$ cat src/rtl/i2c_pkg.sv
// i2c_pkg: shared types and constants for the I2C master controller.
//   cmd_op_e   : host command encoding (START, STOP, WRITE, READ)
//   state_e    : controller FSM states
//   I2C_CLK_DIV_DEFAULT : default clk cycles per SCL quarter-period
package i2c_pkg;

  localparam int unsigned I2C_CLK_DIV_DEFAULT = 4;

  typedef enum logic [1:0] {
    OP_START = 2'b00,
    OP_STOP  = 2'b01,
    OP_WRITE = 2'b10,
    OP_READ  = 2'b11
  } cmd_op_e;

  typedef enum logic [1:0] {
    ST_IDLE,
    ST_START,
    ST_BIT,
    ST_STOP
  } state_e;

endpackage

$ cat src/rtl/i2c_clk_div.sv
// i2c_clk_div: quarter-period timer for the I2C master.
//   clk, reset   : block clock, synchronous active-high reset
//   restart      : force counter and quarter index back to 0
//   hold         : freeze the counter (clock stretching)
//   qtick        : high on the last cycle of the current quarter
//   quarter      : current quarter index Q0..Q3
//   quarter_nxt  : quarter index that will be current after this edge
module i2c_clk_div #(
  parameter int unsigned CLK_DIV = 4
) (
  input  logic       clk,
  input  logic       reset,
  input  logic       restart,
  input  logic       hold,
  output logic       qtick,
  output logic [1:0] quarter,
  output logic [1:0] quarter_nxt
);

  localparam logic [15:0] LAST = 16'(CLK_DIV - 1);

  logic [15:0] cnt_q, cnt_d;
  logic [1:0]  quarter_q, quarter_d;

  always_comb begin
    qtick     = (cnt_q == LAST) && !hold;
    cnt_d     = cnt_q;
    quarter_d = quarter_q;
    if (restart) begin
      cnt_d     = '0;
      quarter_d = '0;
    end else if (!hold) begin
      if (qtick) begin
        cnt_d     = '0;
        quarter_d = quarter_q + 2'd1;
      end else begin
        cnt_d = cnt_q + 16'd1;
      end
    end
  end

  always_ff @(posedge clk) begin
    if (reset) begin
      cnt_q     <= '0;
      quarter_q <= '0;
    end else begin
      cnt_q     <= cnt_d;
      quarter_q <= quarter_d;
    end
  end

  assign quarter     = quarter_q;
  assign quarter_nxt = quarter_d;

endmodule

$ cat src/rtl/i2c_master_ctrl.sv
// i2c_master_ctrl: byte-level I2C master (START / STOP / WRITE / READ).
//   cmd_valid/cmd_ready/cmd_op/cmd_data/cmd_nack : host command handshake
//   rsp_valid/rsp_data/rsp_nack                  : completion pulse and results
//   busy                                         : command in progress
//   scl_in/sda_in, scl_out/sda_out               : resolved levels / open-drain drive
// Optional macro I2C_MASTER_CLK_STRETCH_EN: freeze the quarter timer in Q2
// while the master releases SCL but the bus still reads low.
module i2c_master_ctrl
  import i2c_pkg::*;
#(
  parameter int unsigned CLK_DIV = I2C_CLK_DIV_DEFAULT
) (
  input  logic       clk,
  input  logic       reset,
  input  logic       cmd_valid,
  output logic       cmd_ready,
  input  logic [1:0] cmd_op,
  input  logic [7:0] cmd_data,
  input  logic       cmd_nack,
  output logic       rsp_valid,
  output logic [7:0] rsp_data,
  output logic       rsp_nack,
  output logic       busy,
  input  logic       scl_in,
  input  logic       sda_in,
  output logic       scl_out,
  output logic       sda_out
);

  state_e      state_q, state_d;
  cmd_op_e     op_q, op_d;
  logic [7:0]  data_q, data_d;
  logic        nack_q, nack_d;
  logic [3:0]  bit_q, bit_d;
  logic [7:0]  rx_q, rx_d;
  logic        ack_q, ack_d;
  logic        scl_out_q, scl_out_d;
  logic        sda_out_q, sda_out_d;
  logic        cmd_ready_q, cmd_ready_d;
  logic        busy_q, busy_d;
  logic        rsp_valid_q, rsp_valid_d;
  logic [7:0]  rsp_data_q, rsp_data_d;
  logic        rsp_nack_q, rsp_nack_d;

  logic        qtick;
  logic [1:0]  quarter, quarter_nxt;
  logic        restart, hold;

  assign restart = (state_q == ST_IDLE);

`ifdef I2C_MASTER_CLK_STRETCH_EN
  assign hold = (state_q != ST_IDLE) && (quarter == 2'd2) && scl_out_q && !scl_in;
`else
  logic scl_in_unused;
  assign scl_in_unused = scl_in;
  assign hold          = 1'b0;
`endif

  i2c_clk_div #(.CLK_DIV(CLK_DIV)) u_clk_div (
    .clk         (clk),
    .reset       (reset),
    .restart     (restart),
    .hold        (hold),
    .qtick       (qtick),
    .quarter     (quarter),
    .quarter_nxt (quarter_nxt)
  );

  always_comb begin
    state_d     = state_q;
    op_d        = op_q;
    data_d      = data_q;
    nack_d      = nack_q;
    bit_d       = bit_q;
    rx_d        = rx_q;
    ack_d       = ack_q;
    rsp_valid_d = 1'b0;
    rsp_data_d  = rsp_data_q;
    rsp_nack_d  = rsp_nack_q;

    case (state_q)
      ST_IDLE: begin
        if (cmd_valid && cmd_ready_q) begin
          op_d   = cmd_op_e'(cmd_op);
          data_d = cmd_data;
          nack_d = cmd_nack;
          bit_d  = '0;
          case (cmd_op_e'(cmd_op))
            OP_START: state_d = ST_START;
            OP_STOP:  state_d = ST_STOP;
            default:  state_d = ST_BIT;
          endcase
        end
      end
      ST_START, ST_STOP: begin
        if (qtick && quarter == 2'd3) begin
          state_d     = ST_IDLE;
          rsp_valid_d = 1'b1;
        end
      end
      ST_BIT: begin
        if (qtick && quarter == 2'd2) begin
          if (bit_q == 4'd8) ack_d = sda_in;
          else               rx_d  = {rx_q[6:0], sda_in};
        end
        if (qtick && quarter == 2'd3) begin
          if (bit_q == 4'd8) begin
            state_d     = ST_IDLE;
            rsp_valid_d = 1'b1;
            if (op_q == OP_READ) rsp_data_d = rx_q;
            else                 rsp_nack_d = ack_q;
          end else begin
            bit_d = bit_q + 4'd1;
          end
        end
      end
      default: state_d = ST_IDLE;
    endcase

    // Bus drive is computed from the post-edge state/quarter so the
    // registered pins change on the first cycle of the quarter they describe.
    scl_out_d = 1'b1;
    sda_out_d = 1'b1;
    case (state_d)
      ST_START: begin
        scl_out_d = (quarter_nxt != 2'd3);
        sda_out_d = !quarter_nxt[1];
      end
      ST_STOP: begin
        scl_out_d = (quarter_nxt != 2'd0);
        sda_out_d = (quarter_nxt == 2'd3);
      end
      ST_BIT: begin
        scl_out_d = quarter_nxt[1];
        if (bit_d == 4'd8) sda_out_d = (op_d == OP_READ) ? nack_d : 1'b1;
        else               sda_out_d = (op_d == OP_WRITE) ? data_d[~bit_d[2:0]] : 1'b1;
      end
      default: ;
    endcase

    cmd_ready_d = (state_d == ST_IDLE);
    busy_d      = (state_d != ST_IDLE);
  end

  always_ff @(posedge clk) begin
    if (reset) begin
      state_q     <= ST_IDLE;
      op_q        <= OP_START;
      data_q      <= '0;
      nack_q      <= 1'b0;
      bit_q       <= '0;
      rx_q        <= '0;
      ack_q       <= 1'b0;
      scl_out_q   <= 1'b1;
      sda_out_q   <= 1'b1;
      cmd_ready_q <= 1'b1;
      busy_q      <= 1'b0;
      rsp_valid_q <= 1'b0;
      rsp_data_q  <= '0;
      rsp_nack_q  <= 1'b0;
    end else begin
      state_q     <= state_d;
      op_q        <= op_d;
      data_q      <= data_d;
      nack_q      <= nack_d;
      bit_q       <= bit_d;
      rx_q        <= rx_d;
      ack_q       <= ack_d;
      scl_out_q   <= scl_out_d;
      sda_out_q   <= sda_out_d;
      cmd_ready_q <= cmd_ready_d;
      busy_q      <= busy_d;
      rsp_valid_q <= rsp_valid_d;
      rsp_data_q  <= rsp_data_d;
      rsp_nack_q  <= rsp_nack_d;
    end
  end

  assign scl_out   = scl_out_q;
  assign sda_out   = sda_out_q;
  assign cmd_ready = cmd_ready_q;
  assign busy      = busy_q;
  assign rsp_valid = rsp_valid_q;
  assign rsp_data  = rsp_data_q;
  assign rsp_nack  = rsp_nack_q;

endmodule

$ cat config.mk
export PLATFORM = sky130hd
export DESIGN_NAME = i2c_master_ctrl
export DESIGN_NICKNAME = d
export VERILOG_FILES = /design/src/rtl/i2c_pkg.sv /design/src/rtl/i2c_clk_div.sv /design/src/rtl/i2c_master_ctrl.sv
export SDC_FILE = /design/constraint.sdc
export NUM_CORES = 1
export LEC_CHECK = 0
export BUFFER_PORTS_ARGS = -buffer_cell sky130_fd_sc_hd__clkbuf_2
export CAP_MARGIN = 30
export CORE_UTILIZATION = 35
export CTS_CLUSTER_SIZE = 8
export DETAILED_ROUTE_END_ITERATION = 12
export PLACE_DENSITY = 0.52
export SKIP_CTS_REPAIR_TIMING = 1
export SYNTH_ARGS = -nofsm -noshare
export SYNTH_HDL_FRONTEND = slang
export SYNTH_SLANG_ARGS = --single-unit
$ cat constraint.sdc
create_clock -name clk -period 3.89 [get_ports clk]
set_input_delay 0.1945 -clock clk [delete_from_list [all_inputs] [get_ports clk]]
set_output_delay 0.1945 -clock clk [all_outputs]
set_load 0.05 [all_outputs]
==> results.txt <==
Critical path arrival: 2830 ps
Post-synthesis cell area: 2690 um2
Post-synth EDFFs: 0
CTS sink count: 58
Worst Tran Pin Value: 850 ps
Initial antenna violation count: 0
Asr flop ratio synth: 0%
Finished Layout Cells: 447
Num CTS Buffers: 9
First-pass GRT wire length: 9670 um
Total power after layout: 1.43 mW
Initial Util: 36.6%
Number of placed instances with taps included: 431
Vias per inst: 5.04
Iteration-0 DRC Markers: 140
Die width: 89.6 um
Std-Cell Rows: 31
Worst slack, placed: 1300 ps
Placed cell areas: 2900 um2
Seq. cell area: 1160 um2
H-Tree Depth: 3
Setup TNS: 0 ps
PD cells: 457 nW/um2
Worst setup margin: 1260 ps
Warnings, synthesis: 0
Hold Fails Final Rpt: 0
Final Cell Area: 3120 um2
CTS tree: built
Vias in the first global route: 2000
Post-synth net total: 339
Multi-input logic area: 1430 um2
Hold Path Class: in2reg
Number of max-cap violations: 0
Sequential fraction of the synthesis area: 43.2%
Status: finished clean
FILL cells: 756
HPWL Detailed: 3920 um
Layout area overhead: 16.3%
Share of layout cells above drive strength 1: 15.5%
Drt pass-1 iters: 4
Critical path class: reg2reg
Core area: 7330 um2
DRC errors left: 0
Slew margin rel.: 43.4%
Gate Count Post-Synth: 318
Peak supply drop: 0.235 mV
Clk slew on worst S/H paths: 80 ps
CP startpoint kind: flop
Synth Flop Type: dfxtp_1
Total number of vias: 2255
Mean area per synthesized cell: 8.45 um2
Routability Congestion: 0.804
Die area: 8030 um2
Static Leakage: 1.27 nW
CP Capture Type: flop
Final nets: 364
Clock latency on the worst-skew pair: 340 ps
Post-synthesis cell type count: 46
Clk_skew: 13.1 ps
Antenna-violating nets left: 0
Tot GR Track Use: 16.2%
Top Ports: 30
Final period util: 67.5%
Critical Path RT: 4090 ps
Register bit count reported by yosys: 58
Final setup fails: 0
Port Buffers: 28
CTS max path bufs: 2
Tmin final: 2630 ps
Max Slew Vio Count: 0
Antenna Cells: 0
Largest net degree at the start of global routing: 42
RSZ-0062 raised after global routing: no
Crit path max fanout: 11
Fmax: 381 MHz
Total gr overflow: 0
Detailed Route WL: 5840 um
Die span in y: 89.6 um
Wire length per cell: 13.1 um
Root buf cell: clkbuf_8
## cell usage after synthesis, drive strengths merged (4+ instances only)
master,n,area share [%]
nand4,9,2.1
ha,5,2.3
or3,5,1.2
clkbuf,13,1.8
inv,10,1.4
mux2i,20,7.6
a21oi,15,2.8
xor2,7,2.3
and2,4,0.93
nor2,49,6.8
nand2,43,6.0
o21ai,8,1.5
nor2b,5,1.2
nand3,16,3.4
a31oi,6,1.4
xnor2,6,2.0
dfxtp,58,43
nor3,8,1.5
## power by group
group	leakage, nW	total, mW	internal, mW	switching, mW
Sequential	0.470	0.631	0.616	0.0155
Clock	0.109	0.636	0.379	0.257
Combinational	0.687	0.161	0.0478	0.113
## stage by stage
step / hold WS (ps) / utilization, %
floorplan: 275 / -
global placement: 420 / 39.5
detailed placement: 425 / 39.5
CTS: 53.3 / 42.6
global route: 53.2 / 42.6
finish: 64.7 / 42.6
## cell type report
cell class | instances | share of cell area (%)
Clock inverter | 6 | 2.84
Timing Repair Buffer | 29 | 4.73
Tap cell | 99 | 3.96
Inverter | 10 | 1.20
Multi-Input combinational cell | 235 | 45.7
Sequential cell | 58 | 37.2
Clock buffer | 10 | 4.41
## state kept, by name, indices dropped and copies added (netlist names), 2 cells and up
name,count
state_q,2
data_q,8
u_clk_div.quarter,2
rsp_data,8
op_q,2
bit_q,4
u_clk_div.cnt_q,16
rx_q,8
## placed cells by master (no fill, tap or decap), types with 3 or more instances in the layout
master	instances
a21oi_1	15
a31oi_1	6
and2_1	3
and3_1	3
clkbuf_2	28
clkbuf_8	10
dfxtp_1	58
ha_1	5
inv_1	10
mux2i_1	19
nand2_1	43
nand3_1	14
nand3b_1	3
nand4_1	9
nor2_1	49
nor2b_1	5
nor3_1	7
o21ai_0	8
or3_1	5
xnor2_1	6
xor2_1	7
## cell families (layout without fill, tap and decap cells)
family | count (synthesis) | after routing | synth area share (%)
multiplexers | 20 | 20 | 7.59
flip-flops | 58 | 58 | 43.2
XOR/XNOR | 13 | 13 | 4.24
AO/OA/AOI/OAI | 42 | 42 | 9.87
buffers and inverters | 25 | 55 | 3.82
adder cells (fa/ha/maj) | 5 | 5 | 2.33
AND/OR/NAND/NOR | 155 | 155 | 28.9
## metal layers
layer | track usage, % | vias to the layer above | wire length, um
met1 | 21.0 | 1040 | 2890
met5 | 0 | - | 0
met4 | 6.93 | 0 | 104
met2 | 24.4 | 56 | 2550
li1 | - | 1150 | -
met3 | 5.67 | 9 | 292
## critical path, cell delays in order, from the launching register on
cell and delay, ps:
dfxtp_1 440, inv_1 250, ha_1 190, nand3b_1 130, nor3_1 450, nand4_1 630, mux2i_1 330, nor2_1 50
## path summary, 6_finish.rpt
kind / cells after the start / from / slack [ps] / end
setup / recovery: 7 / bit_q[0]$_SDFF_PP0_ / 1260 / rsp_data[2]$_SDFFE_PP0P_
hold / removal: 3 / cmd_data[4] / 60 / data_q[4]$_SDFF_PP0_
setup reg to reg: 7 / bit_q[0]$_SDFF_PP0_ / 1260 / rsp_data[2]$_SDFFE_PP0P_
hold reg to reg: 2 / data_q[6]$_SDFF_PP0_ / 460 / data_q[6]$_SDFF_PP0_
Power figures use the tool's default switching activity.
